[config.mk]
export PLATFORM = sky130hd
export DESIGN_NAME = boiler_pour_ctrl
export DESIGN_NICKNAME = d
export VERILOG_FILES = /design/src/rtl/boiler_pour_ctrl.sv
export SDC_FILE = /design/constraint.sdc
export NUM_CORES = 1
export LEC_CHECK = 0
export ABC_AREA = 1
export CAP_MARGIN = 20
export CORE_MARGIN = 1.5
export CORE_UTILIZATION = 47
export CTS_CLUSTER_SIZE = 30
export DETAILED_ROUTE_END_ITERATION = 6
export PLACE_DENSITY = 0.79
export SYNTH_ARGS = -nofsm -noshare
export SYNTH_HDL_FRONTEND = slang
export SYNTH_SLANG_ARGS = --single-unit
[constraint.sdc]
create_clock -name clk -period 2.8 [get_ports clk]
set_clock_uncertainty 0.15 [all_clocks]
set_input_delay 0.56 -clock clk [delete_from_list [all_inputs] [get_ports clk]]
set_output_delay 0.56 -clock clk [all_outputs]
set_load 0.005 [all_outputs]
[src/rtl/boiler_pour_ctrl.sv]
`default_nettype none
// ============================================================================
//  Module   : boiler_pour_ctrl
//  Function : Cursor/select driven pour controller for a row of 4-layer
//             boilers, with move counting and solved detection.
//  Revision : 1.0 - initial release
// ============================================================================
module boiler_pour_ctrl #(
    parameter int NB = 4
) (
    input  logic             clk,
    input  logic             reset,
    input  logic             btn_left,
    input  logic             btn_right,
    input  logic             btn_select,
    input  logic             load,
    input  logic [12*NB-1:0] init_layers,
    output logic [12*NB-1:0] layers,
    output logic [NB-1:0]    cursor_sel,
    output logic [NB-1:0]    src_sel,
    output logic             busy,
    output logic             err,
    output logic             solved,
    output logic [7:0]       move_count
);

    localparam int              c_cw       = (NB > 1) ? $clog2(NB) : 1;
    localparam logic [c_cw-1:0] c_cur_last = c_cw'(NB - 1);
    localparam logic [c_cw-1:0] c_cur_one  = c_cw'(1);

    localparam logic [2:0] c_st_idle     = 3'd0;
    localparam logic [2:0] c_st_src_held = 3'd1;
    localparam logic [2:0] c_st_pour     = 3'd2;
    localparam logic [2:0] c_st_check    = 3'd3;
    localparam logic [2:0] c_st_solved   = 3'd4;

    logic [2:0]       r_state,   w_state_nxt;
    logic [12*NB-1:0] r_layers,  w_layers_nxt;
    logic [c_cw-1:0]  r_cursor,  w_cursor_nxt;
    logic [c_cw-1:0]  r_src,     w_src_nxt;
    logic             r_src_vld, w_src_vld_nxt;
    logic [c_cw-1:0]  r_dst,     w_dst_nxt;
    logic [2:0]       r_colour,  w_colour_nxt;
    logic             r_err,     w_err_nxt;
    logic [7:0]       r_moves,   w_moves_nxt;

    logic [11:0] w_src_bl, w_cur_bl, w_dst_bl;
    logic [2:0]  w_src_depth, w_cur_depth, w_dst_depth;
    logic [2:0]  w_src_top, w_cur_top;

    function automatic logic [11:0] f_boiler(input logic [12*NB-1:0] v, input logic [c_cw-1:0] idx);
        f_boiler = 12'd0;
        for (int b = 0; b < NB; b++)
            if (idx == c_cw'(b)) f_boiler = v[b*12 +: 12];
    endfunction

    // Contents are contiguous from the bottom, so depth = index of the highest liquid layer.
    function automatic logic [2:0] f_depth(input logic [11:0] bl);
        f_depth = 3'd0;
        for (int l = 0; l < 4; l++)
            if (bl[l*3 +: 3] != 3'd0) f_depth = 3'(l + 1);
    endfunction

    function automatic logic [2:0] f_top(input logic [11:0] bl);
        f_top = 3'd0;
        for (int l = 0; l < 4; l++)
            if (bl[l*3 +: 3] != 3'd0) f_top = bl[l*3 +: 3];
    endfunction

    function automatic logic f_sorted(input logic [12*NB-1:0] v);
        logic [11:0] bl;
        f_sorted = 1'b1;
        for (int b = 0; b < NB; b++) begin
            bl = v[b*12 +: 12];
            if (bl != 12'd0 && !(bl[2:0] != 3'd0 && bl[5:3] == bl[2:0] &&
                                 bl[8:6] == bl[2:0] && bl[11:9] == bl[2:0]))
                f_sorted = 1'b0;
        end
    endfunction

    assign w_src_bl    = f_boiler(r_layers, r_src);
    assign w_cur_bl    = f_boiler(r_layers, r_cursor);
    assign w_dst_bl    = f_boiler(r_layers, r_dst);
    assign w_src_depth = f_depth(w_src_bl);
    assign w_cur_depth = f_depth(w_cur_bl);
    assign w_dst_depth = f_depth(w_dst_bl);
    assign w_src_top   = f_top(w_src_bl);
    assign w_cur_top   = f_top(w_cur_bl);

    always_comb begin
        w_state_nxt   = r_state;
        w_layers_nxt  = r_layers;
        w_cursor_nxt  = r_cursor;
        w_src_nxt     = r_src;
        w_src_vld_nxt = r_src_vld;
        w_dst_nxt     = r_dst;
        w_colour_nxt  = r_colour;
        w_err_nxt     = 1'b0;
        w_moves_nxt   = r_moves;

        case (r_state)
            c_st_idle, c_st_src_held: begin
                // Select acts on the cursor as it was before any same-cycle move.
                if (btn_select) begin
                    if (r_state == c_st_idle) begin
                        if (w_cur_depth != 3'd0) begin
                            w_src_nxt     = r_cursor;
                            w_src_vld_nxt = 1'b1;
                            w_state_nxt   = c_st_src_held;
                        end
                    end else if (r_cursor == r_src) begin
                        w_src_vld_nxt = 1'b0;
                        w_state_nxt   = c_st_idle;
                    end else if (w_cur_depth != 3'd4 &&
                                 (w_cur_depth == 3'd0 || w_cur_top == w_src_top)) begin
                        w_dst_nxt    = r_cursor;
                        w_colour_nxt = w_src_top;
                        w_state_nxt  = c_st_pour;
                    end else begin
                        w_err_nxt     = 1'b1;
                        w_src_vld_nxt = 1'b0;
                        w_state_nxt   = c_st_idle;
                    end
                end
                if (btn_left && !btn_right)
                    w_cursor_nxt = (r_cursor == '0) ? c_cur_last : r_cursor - c_cur_one;
                else if (btn_right && !btn_left)
                    w_cursor_nxt = (r_cursor == c_cur_last) ? '0 : r_cursor + c_cur_one;
            end
            c_st_pour: begin
                if (w_src_top == r_colour && w_dst_depth != 3'd4) begin
                    for (int b = 0; b < NB; b++) begin
                        for (int l = 0; l < 4; l++) begin
                            if (r_src == c_cw'(b) && w_src_depth == 3'(l + 1))
                                w_layers_nxt[b*12 + l*3 +: 3] = 3'd0;
                            if (r_dst == c_cw'(b) && w_dst_depth == 3'(l))
                                w_layers_nxt[b*12 + l*3 +: 3] = r_colour;
                        end
                    end
                end else begin
                    w_state_nxt = c_st_check;
                end
            end
            c_st_check: begin
                if (r_moves != 8'hFF) w_moves_nxt = r_moves + 8'd1;
                w_src_vld_nxt = 1'b0;
                w_state_nxt   = f_sorted(r_layers) ? c_st_solved : c_st_idle;
            end
            c_st_solved: w_state_nxt = c_st_solved;
            default:     w_state_nxt = c_st_idle;
        endcase

        if (load) begin
            w_layers_nxt  = init_layers;
            w_cursor_nxt  = '0;
            w_src_vld_nxt = 1'b0;
            w_moves_nxt   = 8'd0;
            w_err_nxt     = 1'b0;
            w_state_nxt   = c_st_idle;
        end
    end

    always_ff @(posedge clk) begin
        if (reset) begin
            r_state   <= c_st_idle;
            r_layers  <= '0;
            r_cursor  <= '0;
            r_src     <= '0;
            r_src_vld <= 1'b0;
            r_dst     <= '0;
            r_colour  <= 3'd0;
            r_err     <= 1'b0;
            r_moves   <= 8'd0;
        end else begin
            r_state   <= w_state_nxt;
            r_layers  <= w_layers_nxt;
            r_cursor  <= w_cursor_nxt;
            r_src     <= w_src_nxt;
            r_src_vld <= w_src_vld_nxt;
            r_dst     <= w_dst_nxt;
            r_colour  <= w_colour_nxt;
            r_err     <= w_err_nxt;
            r_moves   <= w_moves_nxt;
        end
    end

    for (genvar b = 0; b < NB; b++) begin : g_sel
        assign cursor_sel[b] = (r_cursor == c_cw'(b));
        assign src_sel[b]    = r_src_vld && (r_src == c_cw'(b));
    end

    assign layers     = r_layers;
    assign busy       = (r_state == c_st_pour) || (r_state == c_st_check);
    assign err        = r_err;
    assign solved     = (r_state == c_st_solved);
    assign move_count = r_moves;

endmodule
`default_nettype wire

# [Word level (Yosys, flattened, before mapping)]
# Cells that the tools add are included.
[totals] output_inout_bits=67 input_bits=54 register_bits=70 elab_cells=300
[classes] mux=91 n_eq_ne=42 add_sub_neg=3 bitwise=4 reduce_logical=136
[ops] cell="two-way mux 3 bit" count=54
[ops] cell="two-way mux 12 bit" count=12
[ops] cell="two-way mux 48 bit" count=3
[ops] cell="nonzero test 3 bit" count=33
[ops] cell="logical AND 1 bit" count=56
[ops] cell="AND reduction 3 bit" count=17
[ops] cell="nonzero test 12 bit" count=4
[ops] cell="== test 3 bit" count=14
[ops] cell="== test 3 x 2 -> 1 bit (second input constant)" count=6
[ops] cell="two-way mux 1 bit" count=14
[ops] cell="== test 2 bit (second input constant)" count=6
[ops] cell="two-way mux 2 bit" count=6
[ops] cell="one-hot mux 3 bit (4 select lines)" count=1
[ops] cell="== test 3 x 1 -> 1 bit (second input constant)" count=3
[ops] cell="logical NOT 3 bit" count=3
[ops] cell="!= test 3 bit (second input constant)" count=3
[ops] cell="adder 8 x 1 -> 8 bit (second input constant)" count=1
[ops] cell="!= test 8 bit (second input constant)" count=1
[ops] cell="AND reduction 4 bit" count=2
[ops] cell="nonzero test 2 bit" count=4
[ops] cell="== test 2 x 1 -> 1 bit (second input constant)" count=3
[ops] cell="== test 3 bit (second input constant)" count=2
[ops] cell="logical NOT 1 bit" count=6
[ops] cell="logical NOT 2 bit" count=3
[ops] cell="other kinds (12)" count=19

# [Logic depth before layout (Yosys ltp)]
[logic_depth] word_depth=18 ltp_mapped=23 depth_no_buf=21

# [Worst setup path before layout]
# OpenSTA, ideal clock, no wires.
[synth_path] path_type="register to register" startpoint="reg r_cursor[0]" endpoint="reg r_colour[0]" setup_time_ns=0.124 arrival_time_ns=2.376 stages_incl_launch_ff=19 required_ns=2.526 slack_ns=0.150 synth_period_minus_slack_ns=2.650 n_path_buf=0 cell_sequence="dfxtp_1 inv_1 ha_1 inv_1 nand3_1 a21boi_0 inv_1 nor2_1 nand3_1 nand2_1 inv_1 nand2_1 nand2_1 inv_1 nand3_1 nand2_1 nand2_1 o21ai_0 a21oi_1"
[synth_between] word_cells_on_any_way=28 classes_between="eq/ne: 6; mux: 12; bitwise: 1; reduce/logical: 9"
[synth_rtl] element="start: declaration" line="39" rtl="logic [c_cw-1:0] r_cursor, w_cursor_nxt;"
[synth_rtl] element="start signal: assignment" line="177" rtl="r_cursor <= w_cursor_nxt;"
[synth_rtl] element="== test 2 bit (*)"
[synth_rtl] element="net cursor_sel[2]" line="19" rtl="output logic [NB-1:0] cursor_sel,"
[synth_rtl] element="two-way mux 12 bit (*) (2 in series)" line="54" rtl="if (idx == c_cw'(b)) f_boiler = v[b*12 +: 12];"
[synth_rtl] element="nonzero test 3 bit" line="61, 67"
[synth_rtl] element="two-way mux 3 bit or two-way mux 1 bit (tied branches)" line="67, 61"
[synth_rtl] element="two-way mux 3 bit (on tied branches) (3 in series)" line="67, 61"
[synth_rtl] element="== test 3 bit or logical NOT 3 bit (tied branches)" line="115" rtl="(w_cur_depth == 3'd0 || w_cur_top == w_src_top)) begin"
[synth_rtl] element="logical OR 1 bit" line="115"
[synth_rtl] element="logical AND 1 bit (*)" line="114" rtl="end else if (w_cur_depth != 3'd4 &&"
[synth_rtl] element="AND reduction 5 bit (no source line) (*)"
[synth_rtl] element="end signal: assignment" line="181" rtl="r_colour <= w_colour_nxt;"
[synth_rtl] element="end: declaration" line="43" rtl="logic [2:0] r_colour, w_colour_nxt;"
# The timed path passes the listed nets; every way through them passes the cells marked *.
# A chain may end at the register's enable or synchronous reset.

# [Final worst setup path]
[layout_path] startpoint="reg r_cursor[1]" endpoint="reg r_state[1]"
[layout_between] elab_chain_cells=18 word_cells_on_any_way=34 classes_between="eq/ne: 7; mux: 17; reduce/logical: 10"
[layout_rtl] element="logical NOT 2 bit" line="54"
[layout_rtl] element="two-way mux 12 bit (4 in series)" line="54"
[layout_rtl] element="nonzero test 3 bit" line="61, 67"
[layout_rtl] element="two-way mux 3 bit or two-way mux 1 bit (tied branches)" line="67, 61"
[layout_rtl] element="two-way mux 3 bit (on tied branches) (3 in series)" line="67, 61"
[layout_rtl] element="== test 3 bit or logical NOT 3 bit (tied branches)" line="115"
[layout_rtl] element="logical OR 1 bit" line="115"
[layout_rtl] element="logical AND 1 bit" line="114"
[layout_rtl] element="two-way mux 2 bit" line="114"
[layout_rtl] element="two-way mux 2 bit" line="111" rtl="end else if (r_cursor == r_src) begin"
[layout_rtl] element="two-way mux 3 bit" line="105" rtl="if (r_state == c_st_idle) begin"
[layout_rtl] element="two-way mux 3 bit" line="104" rtl="if (btn_select) begin"
[layout_rtl] element="one-hot mux 3 bit (4 select lines)" line="101" rtl="case (r_state)"
[layout_rtl] element="end signal: assignment" line="165" rtl="r_state <= c_st_idle;"
[layout_rtl] element="end signal: assignment" line="175" rtl="r_state <= w_state_nxt;"
[layout_rtl] element="end: declaration" line="37" rtl="logic [2:0] r_state, w_state_nxt;"
# Parallel ways exist; a longest one is shown, timed or not. The select of a mux whose other input is x is not followed.

==> metrics.cfg <==
[status]
outcome=finished, violations left
failing_checks=DRC

[yosys]
synth_largest_area_cell=sky130_fd_sc_hd__dfxtp_1
synth_top_area_share_pct=24.82
ys_top_cells_by_area=sky130_fd_sc_hd__dfxtp_1, sky130_fd_sc_hd__nand2_1, sky130_fd_sc_hd__nand3_1
synth_sequential_area_ratio_pct=24.82
synth_area_sq_um=5645
ys_async_sr_fraction_pct=0
syn_avg_cell_area_sq_um=5.743
synth.distinct_cells=42
synth.net_count=1043
synth_enable_flop_cells=0
postSynth.topFlopCell=sky130_fd_sc_hd__dfxtp_1
synth.yosys.warnings=0
yosys_register_bits=70
post_synthesis_cells=983

[sta]
maxSlewHeadroom_pct=43.87
timing_max_transition_violations_final=0
setup_violations=0
fin_setup_tns_ps=0
layout_worst_path_cycle_share_pct=99.81
worst_hold_slack_ps=336.1
hold_viol=0
timing.final.ws_setup_ps=5.191
crit_path_time_final_ps=2795
timing.fmax_mhz=357.8
worstMarginPinSlew_ps=841.0

[min_path]
worst_hold_startpoint=move_count[7]
worst_hold_path_type=reg -> reg

[floorplan]
initial_core_util_pct=48.82
die-width_um=112.6
core_area_sq_um=11560
floorplan.die_area_sq_um=12680
io-pin-count=121
die_h_um=112.6
row_count=39

[finish]
antenna_cells_inserted=0
final_cells=1345
multi_input_area_sq_um=3875
layout.cells.most_common_list=sky130_fd_sc_hd__nand2_1, sky130_fd_sc_hd__clkdlybuf4s50_1, sky130_fd_sc_hd__nand3_1
layout_commonest_cell=sky130_fd_sc_hd__nand2_1
post_route_cells_drive_above_1_share_pct=19.13
num-nets-final=1257
area.growth.synth_to_final_pct=48.85
post-route-cell-area_sq_um=8403
seqCellArea_sq_um=1414
final.fill_count=994

[critical_path]
worst_path_most_repeated_cell=sky130_fd_sc_hd__nand2_1
cp_max_fo=10
worst_path_dominant_cell_family=simple AND/OR/NAND/NOR gates
critical_path.cell_chain=inv_4 -> ha_4 -> inv_2 -> buf_4 -> nand3_1 -> o21ai_0 -> o21ai_1 -> o21ai_0 -> nor2_1 -> nand3_1 -> nor3_4 -> inv_1 -> nand2_2 -> buf_4 -> nand2_1 -> nand2_1 -> nand2_1 -> a21oi_1
timing.critical_path.required_ps=2930
buf_inv_on_cp=5
worst-setup-path-type=reg -> reg
cp-end-kind=flop
critical_path.startpoint=r_cursor[1]
timing.rr.start=r_cursor[1]
crit_slowest_cell=sky130_fd_sc_hd__dfxtp_4
critical_path_data_arrival_time_ps=2920
max_stage_delay_ps=360
startpoint_class=flop

[route]
drcViolationCount=18
vias_per_cell=5.880
ant_nets=0
postRouteWirelength_um=25390
firstDrtPassIters=7
drtIter0Drc=1000
routedWlPerCell_um=18.88
via_count=7908

[cts]
postCtsHoldBufs=0
cts_max_level=3
clkSlewWorstSetupHoldPaths_ps=70
clkSinkCount=70
cts.path.max_buffers=2
insertion_delay_ps=350
cts_root_buffer=sky130_fd_sc_hd__clkbuf_16
cts_inserted_buffers=9
cts_tree=built

[global_routing]
overflow=0
grt_antenna_before_repair=0
met3_usage_pct=12.04
grt_max_degree=32
globalRouteTotalUtil_pct=39.39
top_usage_layer=met2
use_met1_pct=49.77
global_route_wire_length_before_repair_um=38690
gr-usage-met2_pct=62.36
grt_pass1_vias=7240

[placement]
dpl_cell_area_sq_um=7701
hpwl_um=18920
globalplace.congestion=1.028
total_of_buffers_placed_on_input_and_output_ports=120
post-place-cells=1322
dp_slack_ps=-283.3

[power]
power_report.internal_total_uw=2844
power.leakage_uw=0.003670
comb_power_share_pct=45.7
power.net_switching_uw=1729
power_frac_seq_pct=25.2
power_switching_share_pct=37.82
p_clk_share_pct=29.1
vdd.ir_drop.worst_mv=0.3559
cellPowerDensity_nw_per_um2=544.2

[run]
timing.max_cap.violations=0

## stage by stage
step	util [%]	total power, uW
floorplan	-	2097
global placement	66.59	2919
detailed placement	66.59	2929
CTS	69.87	4285
global route	72.66	4781
finish	72.66	4573
## tightest hold or removal path, cell delays in order (launching register included)
cell                      delay [ps]
sky130_fd_sc_hd__dfxtp_1         320
sky130_fd_sc_hd__inv_1            60
sky130_fd_sc_hd__a21oi_1          50
## area by class of cell
class | instances | share of cell area [%]
tap | 143 | 2.129
timing repair buffer | 243 | 26.00
clock buffer | 12 | 3.172
inverter | 106 | 4.854
multi-input combinational | 767 | 46.11
sequential | 70 | 16.83
clock inverter | 4 | 0.9083
## repair_timing
action / 4_1_cts / 5_1_grt
endpoints found under the setup margin: 55 / 59
pin swaps: 0 / 24
endpoints found under the hold margin: 0 / 0
resized for setup: 13 / 78
cloned: 0 / 1
buffers inserted: 0 / 7
## sequential cells by signal (all words and copies together) (netlist names)
signal and cells:
layers 48, r_dst 2, r_cursor 2, r_src 2, r_src_vld 1, r_colour 3, r_state 3, err 1
move_count 8
## power groups by stage
stage / sequential (uW) / combinational, uW / clock, uW
2_1_floorplan: 1130 / 965 / 0
3_5_place_dp: 1160 / 1770 / 0
6_report: 1150 / 2090 / 1330
4_1_cts: 1140 / 1820 / 1330
3_3_place_gp: 1160 / 1760 / 0
5_1_grt: 1150 / 2240 / 1390
## worst paths after layout
path / endpoint / slack (ps) / depth (start not counted)
worst max-delay path: r_state[1] / 5 / 18
worst min-delay path: move_count[7] / 340 / 2
worst max register to register: r_state[1] / 5 / 18
worst min register to register: move_count[7] / 340 / 2
## cell families (layout without fill, tap and decap cells)
kind of cell | count (synthesis) | count (layout) | share of synthesized area [%]
fa+ha+maj | 6 | 6 | 1.330
buf+inv | 147 | 365 | 11.21
flops | 70 | 70 | 24.82
compound gates | 176 | 176 | 17.42
xor+xnor | 2 | 2 | 0.3103
simple gates | 582 | 583 | 44.90
## Yosys cell counts, types with 3 or more instances
library cell               instances
sky130_fd_sc_hd__dfxtp_1          70
sky130_fd_sc_hd__nand3_1         121
sky130_fd_sc_hd__nor2_1           92
sky130_fd_sc_hd__nand4_1          11
sky130_fd_sc_hd__o221ai_1          5
sky130_fd_sc_hd__a22oi_1           4
sky130_fd_sc_hd__ha_1              6
sky130_fd_sc_hd__o211ai_1          5
sky130_fd_sc_hd__buf_6             8
sky130_fd_sc_hd__a21oi_1          66
sky130_fd_sc_hd__o22ai_1           6
sky130_fd_sc_hd__o21ai_0          68
sky130_fd_sc_hd__nor2_2           12
sky130_fd_sc_hd__nor3_1           19
sky130_fd_sc_hd__nand2_2           6
sky130_fd_sc_hd__inv_1            96
sky130_fd_sc_hd__a31oi_1           7
sky130_fd_sc_hd__nand3_2           3
sky130_fd_sc_hd__nand3b_1         12
sky130_fd_sc_hd__inv_2             8
sky130_fd_sc_hd__nand2_1         298
sky130_fd_sc_hd__buf_2            13
sky130_fd_sc_hd__clkbuf_1         18
sky130_fd_sc_hd__o31ai_1           5
## metal layers
metal,up-vias,share of wire [%],wire (um)
li1,3673,-,-
met1,3491,38,9614
met2,589,44,11180
met3,155,13,3264
met4,0,5.3,1334
met5,-,0,0
(Power assumes the default switching activity.)
